`config.mk`:
```
export PLATFORM = sky130hd
export DESIGN_NAME = deser_queue_top_flat
export DESIGN_NICKNAME = d
export VERILOG_FILES = /design/src/rtl/deser_queue_pkg.sv /design/src/rtl/deser_queue_if.sv /design/src/rtl/byte_fifo.sv /design/src/rtl/deser_shift.sv /design/src/rtl/deser_queue_top.sv /design/src/flat_wrapper.sv
export SDC_FILE = /design/constraint.sdc
export NUM_CORES = 1
export LEC_CHECK = 0
export BUFFER_PORTS_ARGS = -buffer_cell sky130_fd_sc_hd__buf_2
export CAP_MARGIN = 20
export CORE_MARGIN = 3
export CORE_UTILIZATION = 43
export DETAILED_ROUTE_END_ITERATION = 10
export SETUP_SLACK_MARGIN = 0.4
export SYNTH_ARGS = -nofsm -noshare
export SYNTH_HDL_FRONTEND = slang
export SYNTH_SLANG_ARGS = --single-unit
```
`constraint.sdc`:
```
create_clock -name clk -period 2.8 [get_ports clk]
set_input_delay 0.56 -clock clk [delete_from_list [all_inputs] [get_ports clk]]
set_output_delay 0.56 -clock clk [all_outputs]
set_load 0.03 [all_outputs]
```
`src/rtl/deser_queue_pkg.sv`:
```
// Shared defaults and types for the bit-serial to byte-queue front end.
package deser_queue_pkg;
  localparam int DATA_WIDTH_DEF  = 8;
  localparam int QUEUE_DEPTH_DEF = 8;

  typedef logic [7:0] byte_t;
endpackage

```
`src/rtl/deser_queue_if.sv`:
```
// Serial input strobes, pop request and popped byte between source/consumer and the queue.
interface deser_queue_if
  import deser_queue_pkg::*;
#(
  parameter int DATA_WIDTH = DATA_WIDTH_DEF
);
  logic                  data_in;
  logic                  write_in;
  logic                  dequeue_in;
  logic [DATA_WIDTH-1:0] queue_data_out;

  modport master (output data_in, output write_in, output dequeue_in, input queue_data_out);
  modport slave  (input data_in, input write_in, input dequeue_in, output queue_data_out);
endinterface

```
`src/rtl/byte_fifo.sv`:
```
// Word queue with registered pop output; push is dropped when full, pop ignored when empty.
module byte_fifo
  import deser_queue_pkg::*;
#(
  parameter int DATA_WIDTH = DATA_WIDTH_DEF,
  parameter int DEPTH      = QUEUE_DEPTH_DEF
) (
  input  logic                  clk,
  input  logic                  rst_n,
  input  logic                  push,
  input  logic [DATA_WIDTH-1:0] push_data,
  input  logic                  pop,
  output logic [DATA_WIDTH-1:0] rd_data
);
  localparam int AW    = $clog2(DEPTH);
  localparam int PTR_W = AW + 1;

  logic [DATA_WIDTH-1:0] mem [DEPTH];
  logic [PTR_W-1:0]      wr_ptr;
  logic [PTR_W-1:0]      rd_ptr;
  logic                  full;
  logic                  empty;

  // Extra pointer MSB distinguishes full from empty when the index bits match.
  assign empty = (wr_ptr == rd_ptr);
  assign full  = (wr_ptr[AW] != rd_ptr[AW]) && (wr_ptr[AW-1:0] == rd_ptr[AW-1:0]);

  always_ff @(posedge clk or negedge rst_n) begin
    if (!rst_n) begin
      wr_ptr  <= '0;
      rd_ptr  <= '0;
      rd_data <= '0;
      for (int unsigned i = 0; i < DEPTH; i++) begin
        mem[i] <= '0;
      end
    end else begin
      if (push && !full) begin
        mem[wr_ptr[AW-1:0]] <= push_data;
        wr_ptr              <= wr_ptr + PTR_W'(1);
      end
      if (pop && !empty) begin
        rd_data <= mem[rd_ptr[AW-1:0]];
        rd_ptr  <= rd_ptr + PTR_W'(1);
      end
    end
  end
endmodule

```
`src/rtl/deser_shift.sv`:
```
// Assembles MSB-first serial bits into words; pulses valid for one cycle per completed word.
module deser_shift
  import deser_queue_pkg::*;
#(
  parameter int DATA_WIDTH = DATA_WIDTH_DEF
) (
  input  logic                  clk,
  input  logic                  rst_n,
  input  logic                  data_in,
  input  logic                  write_in,
  output logic [DATA_WIDTH-1:0] byte_out,
  output logic                  valid
);
  localparam int CNT_W = $clog2(DATA_WIDTH);
  localparam logic [CNT_W-1:0] LAST = CNT_W'(DATA_WIDTH - 1);

  logic [DATA_WIDTH-1:0] shift;
  logic [CNT_W-1:0]      count;

  always_ff @(posedge clk or negedge rst_n) begin
    if (!rst_n) begin
      shift    <= '0;
      count    <= '0;
      byte_out <= '0;
      valid    <= 1'b0;
    end else begin
      valid <= 1'b0;
      if (write_in) begin
        shift <= {shift[DATA_WIDTH-2:0], data_in};
        if (count == LAST) begin
          count    <= '0;
          byte_out <= {shift[DATA_WIDTH-2:0], data_in};
          valid    <= 1'b1;
        end else begin
          count <= count + CNT_W'(1);
        end
      end
    end
  end
endmodule

```
`src/rtl/deser_queue_top.sv`:
```
// Serial-to-byte deserializer feeding a byte queue, each half with its own synchronized reset.
module deser_queue_top
  import deser_queue_pkg::*;
#(
  parameter int DATA_WIDTH  = DATA_WIDTH_DEF,
  parameter int QUEUE_DEPTH = QUEUE_DEPTH_DEF
) (
  input  logic          clk,
  input  logic          deserializer_rst,
  input  logic          queue_rst,
  deser_queue_if.slave  bus
);
  logic [1:0]            des_sync;
  logic [1:0]            que_sync;
  logic [DATA_WIDTH-1:0] word;
  logic                  word_valid;

  // Asynchronous assert, two-flop synchronized deassert for each reset domain.
  always_ff @(posedge clk or negedge deserializer_rst) begin
    if (!deserializer_rst) des_sync <= '0;
    else                   des_sync <= {des_sync[0], 1'b1};
  end

  always_ff @(posedge clk or negedge queue_rst) begin
    if (!queue_rst) que_sync <= '0;
    else            que_sync <= {que_sync[0], 1'b1};
  end

  deser_shift #(
    .DATA_WIDTH (DATA_WIDTH)
  ) u_shift (
    .clk      (clk),
    .rst_n    (des_sync[1]),
    .data_in  (bus.data_in),
    .write_in (bus.write_in),
    .byte_out (word),
    .valid    (word_valid)
  );

  byte_fifo #(
    .DATA_WIDTH (DATA_WIDTH),
    .DEPTH      (QUEUE_DEPTH)
  ) u_fifo (
    .clk       (clk),
    .rst_n     (que_sync[1]),
    .push      (word_valid),
    .push_data (word),
    .pop       (bus.dequeue_in),
    .rd_data   (bus.queue_data_out)
  );
endmodule

```
`src/flat_wrapper.sv`:
```
// flat-port wrapper written by rule: the top's interface ports become plain ports
module deser_queue_top_flat import deser_queue_pkg::*;
#(
  parameter int DATA_WIDTH  = DATA_WIDTH_DEF,
  parameter int QUEUE_DEPTH = QUEUE_DEPTH_DEF
)
  (clk, deserializer_rst, queue_rst, bus_data_in, bus_write_in, bus_dequeue_in, bus_queue_data_out);
  deser_queue_if #(.DATA_WIDTH(DATA_WIDTH)) bus_i ();
  input  logic clk;
  input  logic deserializer_rst;
  input  logic queue_rst;
  input wire logic [$bits(bus_i.data_in)-1:0] bus_data_in;
  input wire logic [$bits(bus_i.write_in)-1:0] bus_write_in;
  input wire logic [$bits(bus_i.dequeue_in)-1:0] bus_dequeue_in;
  output wire logic [$bits(bus_i.queue_data_out)-1:0] bus_queue_data_out;
  assign bus_i.data_in = bus_data_in;
  assign bus_i.write_in = bus_write_in;
  assign bus_i.dequeue_in = bus_dequeue_in;
  assign bus_queue_data_out = bus_i.queue_data_out;
  deser_queue_top #(.DATA_WIDTH(DATA_WIDTH), .QUEUE_DEPTH(QUEUE_DEPTH)) u_core (.clk(clk), .deserializer_rst(deserializer_rst), .queue_rst(queue_rst), .bus(bus_i));
endmodule
```
==> summary by stage, run 1 <==
Placed design
The routability-driven placement congestion ratio is 0.752. The cell total after placement is 421. The half-perimeter wire length of the detailed placement result is 4890 um. The number of input and output port buffers inserted is 13.

Synthesis
Summed over its instances, the top area cell type makes up 57.1% of the synthesized netlist area. The cell count after synthesis is 285. The sequential cell area fraction in the yosys report is 57.1%. Counting flops and latches in the post-synthesis netlist gives 103. The summed instance area of the synthesized netlist is 4510 sq um. The synthesized design spends more area on one cell type than any other, namely sky130_fd_sc_hd__dfrtp_1. Each instance of the synthesized netlist takes up on average 15.8 sq um. The number of warnings issued by yosys is 0. Yosys attributes the largest share of cell area to sky130_fd_sc_hd__dfrtp_1 57%, sky130_fd_sc_hd__mux2_2 19%, sky130_fd_sc_hd__mux4_2 4.5%. Yosys mapped the design onto 32 distinct sky130hd cell types. The post-synthesis async set-or-reset flop share is 100%. The count of flip-flops with a built-in enable after synthesis is 0. The most frequently used flop master after synthesis is sky130_fd_sc_hd__dfrtp_1.

Cells and area
For this run, the number of standard cells in the final layout without fillers is 438. The antenna diode count is 0. The proportion of layout cells with a drive suffix above 1 is 41.6%. Leaving out fill and tap cells, the most frequent cells in the layout are 102 x sky130_fd_sc_hd__dfrtp_1, 76 x sky130_fd_sc_hd__mux2_2, 13 x sky130_fd_sc_hd__buf_2. Leaving out fill and tap cells, the most frequent cell in the layout is sky130_fd_sc_hd__dfrtp_1. The end-of-flow core utilization is 49.1%. Compared with the post-synthesis result, the final layout area differs by 8.76%. The number of nets at the end of the flow is 312.

Power
The analysis attributes to cell leakage a power of 2.38 nW. The worst-case IR drop observed on VDD is 456 uV. The power per cell area is 910 nW/um^2. The total power after layout is 4.47 mW.

Critical path
The critical path launch point type is a flop. Walking the worst path, the cells encountered are xnor2_1 -> and4_1 -> or4_4 -> mux2_4. The worst path required time is 3.03 ns. Of all nets on the critical path, the largest fanout is 9. The data arrival time at the worst-slack endpoint is 2.38 ns. Tracing the worst setup path back leads to its startpoint at u_core.u_fifo.wr_ptr[1].

The capturing element type of the critical path is a flop. The worst stage delay on the critical path is 0.64 ns. The slowest stage of the critical path is the sky130_fd_sc_hd__or4_4 cell. The launch point of the worst reg-to-reg path is u_core.u_fifo.wr_ptr[1].

The startpoint-to-endpoint class of the critical path is reg -> reg.

Drt
The via density per instance is 5.38. The top routing layer in use is met4. The routed design has 7850 um of wire. The final routed wire length divided by cell count is 17.9 um. After detailed routing, the met2 layer carries 3600 um of wire. The first detailed-routing pass ran for 4 iterations.

For this run, design rule violations remaining after detail routing come to 0. In the final routing, the length of wire on met1 measures 3950 um. In this run the remaining antenna-violating nets after routing total 0.

The routed wire length on met3 is 201 um. The first routing iteration left 76 violations. The detailed router placed 2356 vias in this run.

STA
The total count of max-transition violations in the final report was 0. Hold is met by 0.141 ns. Setup repair after global routing left no endpoint under its margin. For the finished layout, the period the worst path requires is 2.14 ns. The fmax is 466 MHz.

Setup violations remaining at the end of the flow were counted as 0. Clock skew on the completed layout was measured at 0.0138 ns. For the pin with the worst max-slew slack, the measured transition is 0.737 ns. The headroom to the max-slew limit is 50.8%.

The share of the clock period used by the worst path after layout is 76.6%. The final number of hold-violating endpoints was 0. Adding up every negative setup slack in the final design gives 0 ns.

GRT
The maximum number of pins on one net before global-route repair is 81. Global routing consumed, over all layers together, 14.6% of the routing resources. The initial antenna violation count is 0. The first global-routing pass estimated 12800 um of wire. After global routing the overflow that remains totals 0. The number of global-route vias before repair is 2361.

Die
The floorplan has 36 rows. The total area inside the core boundary comes to 10000 sq um. The floorplan step set the die height to 108 um. The floorplan step defined a die boundary enclosing 11800 sq um.

The starting density of the core is 45.1%. The die is 108 um wide. The number of top-level design ports is 14.

Clock network
CTS built an H-tree with a depth of 3. The clock insertion delay at the later pin of the skew report is 0.36 ns. The clock-pin slew of the registers on the worst-case setup and hold paths is 0.09 ns. The count of buffers added by post-CTS timing repair for setup is 0. Clock tree synthesis found a total of 103 sinks.

CTS placed an instance of sky130_fd_sc_hd__clkbuf_8 at the clock tree root. In this run, CTS created clock tree buffers numbering 9. The buffer levels on the longest clock path is 2. TritonCTS built the clock tree.

Min path
The tightest min-delay check is of the reg -> async type.

Flow run
The total of max-cap violations is 0.

Outcome
The run finished with clean final reports.
-- synthesized netlist by cell type (all sizes together), types with 4 or more instances --
master  count
o21ai       8
ha          4
mux4       16
mux2i       8
xor2        4
nand2      12
buf        11
nor2        4
xnor2       7
mux2       84
clkbuf      5
dfrtp     103
-- worst paths after layout --
path                                      endpoint  slack, ns  cells past startpoint
max in group asynchronous  u_core.u_shift.shift[3]       2.03                      0
max reg2reg                  u_core.u_fifo.mem[31]       0.66                      4
max                          u_core.u_fifo.mem[31]       0.66                      4
min reg2reg                  u_core.u_fifo.mem[56]       0.14                      0
min                          u_core.u_fifo.mem[56]       0.14                      0
min in group clk                u_core.des_sync[1]       0.36                      0
-- final cells by class --
class                           instances  area [sq um]
Clock buffer                           12           135
Clock inverter                          2          35.0
Fill cell                             889          5090
Inverter                                3          11.3
Multi-Input combinational cell        164          1830
Sequential cell                       103          2580
Tap cell                              133           166
Timing Repair Buffer                   21           150
-- worst max-delay path, delay by kind of cell (launching register included) --
kind / cells / cell delay [ns]
XOR/XNOR: 1 / 0.22
multiplexers: 1 / 0.34
flip-flops: 1 / 0.51
AND/OR/NAND/NOR: 2 / 0.95
-- power breakdown --
group / switching (mW) / internal [mW] / leakage (nW) / total, mW
sequential: 0.388 / 1.90 / 1.36 / 2.29
combinational: 0.610 / 0.704 / 0.930 / 1.31
clock: 0.458 / 0.404 / 0.0863 / 0.862
-- logic make-up after synthesis --
family | count (synthesis) | synth area share, %
and+or+nand+nor | 30 | 4.02
buffers and inverters | 19 | 2.44
other | 1 | 0.0831
DFF | 103 | 57.1
adders and majority gates | 4 | 1.11
AOI/OAI and AO/OA | 9 | 1.11
muxes | 108 | 32.0
xor gates and xnor gates | 11 | 2.14
-- layer usage --
layer / track usage [%] / up-vias
met3: 3.22 / 12
met1: 20.9 / 1254
met2: 22.3 / 23
li1: - / 1067
met4: 4.87 / 0
met5: 0 / -
-- flip-flops by register name, summed over array words and instances (netlist names) --
| signal | cells |
|---|---|
| u_core.u_fifo.wr_ptr | 4 |
| u_core.u_fifo.rd_ptr | 4 |
| u_core.u_shift.shift | 7 |
| u_core.u_fifo.mem | 64 |
| u_core.u_shift.byte_out | 8 |
| u_core.que_sync | 2 |
| u_core.u_shift.count | 3 |
| u_core.des_sync | 2 |
| u_core.u_fifo.rd_data | 8 |
| u_core.u_shift.valid | 1 |
-- metrics by stage --
step                      cell area [sq um]  setup slack [ns]
final                                  4910             0.655
after global routing                   4910             0.519
after CTS                              4880             0.676
after detailed placement               4690             0.697
after global placement                 4690             0.739
after floorplan                        4520             0.773
-- timing repair --
item	in CTS	in global routing
hold buffers	2	0
endpoints found under the hold margin	4	0
setup endpoints to repair	0	0
resized for setup	0	0
No activity file was read; power rests on OpenSTA's default activity.
==> inputs of run 2 (changes only) <==
==> constraint.sdc (replaced) <==
create_clock -name clk -period 2.1 [get_ports clk]
set_input_delay 0.42 -clock clk [delete_from_list [all_inputs] [get_ports clk]]
set_output_delay 0.42 -clock clk [all_outputs]
set_load 0.03 [all_outputs]
==> summary by stage, run 2 (synthesized netlist as in run 1, its figures left out) <==
Cells and area
In the layout the commonest cells are 101 x sky130_fd_sc_hd__dfrtp_1, 43 x sky130_fd_sc_hd__mux2_2, 41 x sky130_fd_sc_hd__mux2_4. The largest registers in the layout are u_core.u_fifo.mem: 64 flops, u_core.u_fifo.rd_data: 8 flops, u_core.u_shift.byte_out: 8 flops. The most common cell after layout, fill and taps aside is sky130_fd_sc_hd__dfrtp_1. The flip-flop count of the largest register after layout is 64 (unchanged).

The proportion of layout cells with a drive suffix above 1 was 52.3% (+11 points). The number of nets at the end of the flow is 338 (+8.3%). The antenna diode count was 0 (unchanged).

Compared with the post-synthesis result, the final layout area differs by 18.9%. The final design area excluding fillers was 5370 sq um (+9.3%). Ranked by flip-flop count, first place goes to u_core.u_fifo.mem.

Drt
The final routed wire length divided by cell count came to 19.0 um (+5.9%). The detailed router's first-iteration violation count is 118 (+55%). The via density per instance was 5.25 (-2.4%). The wire length after detailed routing came to 8850 um (+13%). The total iterations of the first detailed-routing run is 4 (unchanged). The remaining design rule violation count is 0 (unchanged).

The number of nets with antenna violations after detailed routing was 0 (unchanged). The overall via count from detail_route is 2446 (+3.8%).

Placed design
The number of input and output port buffers inserted is 13 (unchanged). The instance area after placement came to 4790 sq um (+2.2%). The half-perimeter wire length of the detailed placement result is 5390 um (+10%). The routability-driven placement congestion ratio is 0.730 (-2.9%).

Critical path
The startpoint-to-endpoint class of the critical path is reg -> reg. STA classifies the critical path startpoint as a flop. The capturing element type of the critical path is a flop. The worst path required time was 2.34 ns (-0.69 ns). The maximum net fanout on the critical path came to 8 (-1). The data arrival time at the worst-slack endpoint was 2.11 ns (-0.27 ns).

Clock network
The clock-pin slew of the registers on the worst-case setup and hold paths is 0.11 ns (+0.02 ns). The clock insertion delay at the later pin of the skew report is 0.37 ns (about the same). The number of clock sinks seen by CTS came to 103 (unchanged). The TritonCTS buffer count was 9 (unchanged). The number of H-tree levels is 3 (unchanged). The buffer levels on the longest clock path was 2 (unchanged).

The CTS tree is built. The buffer cell driving the clock tree root is sky130_fd_sc_hd__clkbuf_8.

STA
The final number of hold-violating endpoints was 0 (unchanged). The final critical delay including setup and external delays came to 1.87 ns (-0.276 ns). The fmax is 535 MHz (+15%). The headroom to the max-slew limit came to 51.4% (+0.60 points). The worst-margin pin slew is 0.728 ns (-0.00901 ns). The setup TNS was 0 ns (unchanged).

The largest clock skew in the final design came to 0.0155 ns (+0.00167 ns). Setup repair after global routing could not meet its margin everywhere. The total setup violations reported at the end of the flow is 0 (unchanged).

The share of the clock period used by the worst path after layout is 89.0% (+12 points). The total count of max-transition violations in the final report came to 0 (unchanged).

GRT
The number of global-route vias before repair came to 2605 (+10%). The total track usage is 16.1% (+1.4 points). The maximum number of pins on one net before global-route repair is 39 (-52%).

The initial antenna violation count came to 0 (unchanged). The total global routing overflow came to 0 (unchanged). The global-route wire length before repair is 14100 um (+10%).

Die
The vertical extent of the die was 108 um (unchanged). The starting density of the core is 45.1% (unchanged). The area of the die was 11800 sq um (unchanged). The number of top-level design ports is 14 (unchanged).

The die boundary width is 108 um (unchanged). The number of rows created at floorplan is 36 (unchanged). The area of the core is 10000 sq um (unchanged).

Power
The worst vdd rail ir drop was 652 uV (+43%). The total leakage power is 2.61 nW (+9.8%). The power per cell area is 1260 nW/um^2 (+38%).

Outcome
The flow ran to the end, and the final reports show no timing, DRC or antenna violations.

Flow run
The total of max-cap violations is 0 (unchanged).

Min path
The min-delay analysis places its worst path in the category reg -> async.
[run 2: cell types whose count changed in the layout (fill, tap and decap cells not counted), sizes merged]
| cell | change |
|---|---|
| buf | +25 |
| clkinv | +2 |
| bufinv | -1 |
| clkinvlp | +2 |
[run 2: layout make-up]
cell class              instances  area [sq um]
flip-flops and latches        103          2580
repair buffers                 47           388
inverters                       3          11.3
clock buffers                  11           141
well taps                     133           166
fillers                       856          4630
multi-input cells             164          2040
clock inverters                 5          33.8
[run 2: through the flow]
stage	total power, mW	std cells	setup slack, ns	hold WS, ns	utilization, %
3_3_place_gp	4.93	430	0.154	0.205	47.9
6_report	6.74	466	0.231	0.226	53.7
4_1_cts	6.38	454	0.197	0.246	51.4
5_1_grt	7.16	466	0.172	0.270	53.7
3_5_place_dp	4.98	430	0.130	0.206	47.9
2_1_floorplan	4.48	286	0.0906	0.124	-
[run 2: worst paths after layout]
check / start / end / slack [ns] / depth (start not counted)
worst max-delay path: u_core.u_fifo.rd_ptr[1] / u_core.u_fifo.mem[29] / 0.23 / 4
worst min-delay path: u_core.que_sync[1] / u_core.u_fifo.mem[49] / 0.23 / 0
worst max register to register: u_core.u_fifo.rd_ptr[1] / u_core.u_fifo.mem[29] / 0.23 / 4
worst min register to register: u_core.que_sync[1] / u_core.u_fifo.mem[49] / 0.23 / 0
max in group asynchronous: u_core.que_sync[1] / u_core.u_fifo.rd_ptr[0] / 1.26 / 1
min in group clk: bus_data_in / u_core.u_shift.byte_out[0] / 0.30 / 2
[run 2: layer usage]
| metal | up-vias | global-route usage, % | wire (um) |
|---|---|---|---|
| met2 | 29 | 24.9 | 4150 |
| li1 | 1113 | - | - |
| met5 | - | 0 | 0 |
| met3 | 7 | 3.58 | 249 |
| met1 | 1297 | 22.7 | 4360 |
| met4 | 0 | 4.87 | 85 |
[run 2: worst max-delay path: stages, from the launching register on]
cell and delay (ns):
sky130_fd_sc_hd__dfrtp_1 0.42, sky130_fd_sc_hd__xnor2_2 0.15, sky130_fd_sc_hd__and4_4 0.23, sky130_fd_sc_hd__or4_4 0.61, sky130_fd_sc_hd__mux2_4 0.33
[run 2: report_power, final]
group          internal [mW]  total (mW)  switching, mW
registers               2.54        3.06          0.523
logic                   1.48        2.55           1.08
clock network          0.462        1.13          0.667
total                   4.48        6.74           2.27
[run 2: timing repair]
action | in CTS | in global routing
cloned | 0 | 1
pin swaps | 4 | 6
gates resized for setup | 24 | 34
hold endpoints to repair | 4 | 0
endpoints found under the setup margin | 70 | 63
hold buffers | 2 | 0
buffers inserted | 6 | 11
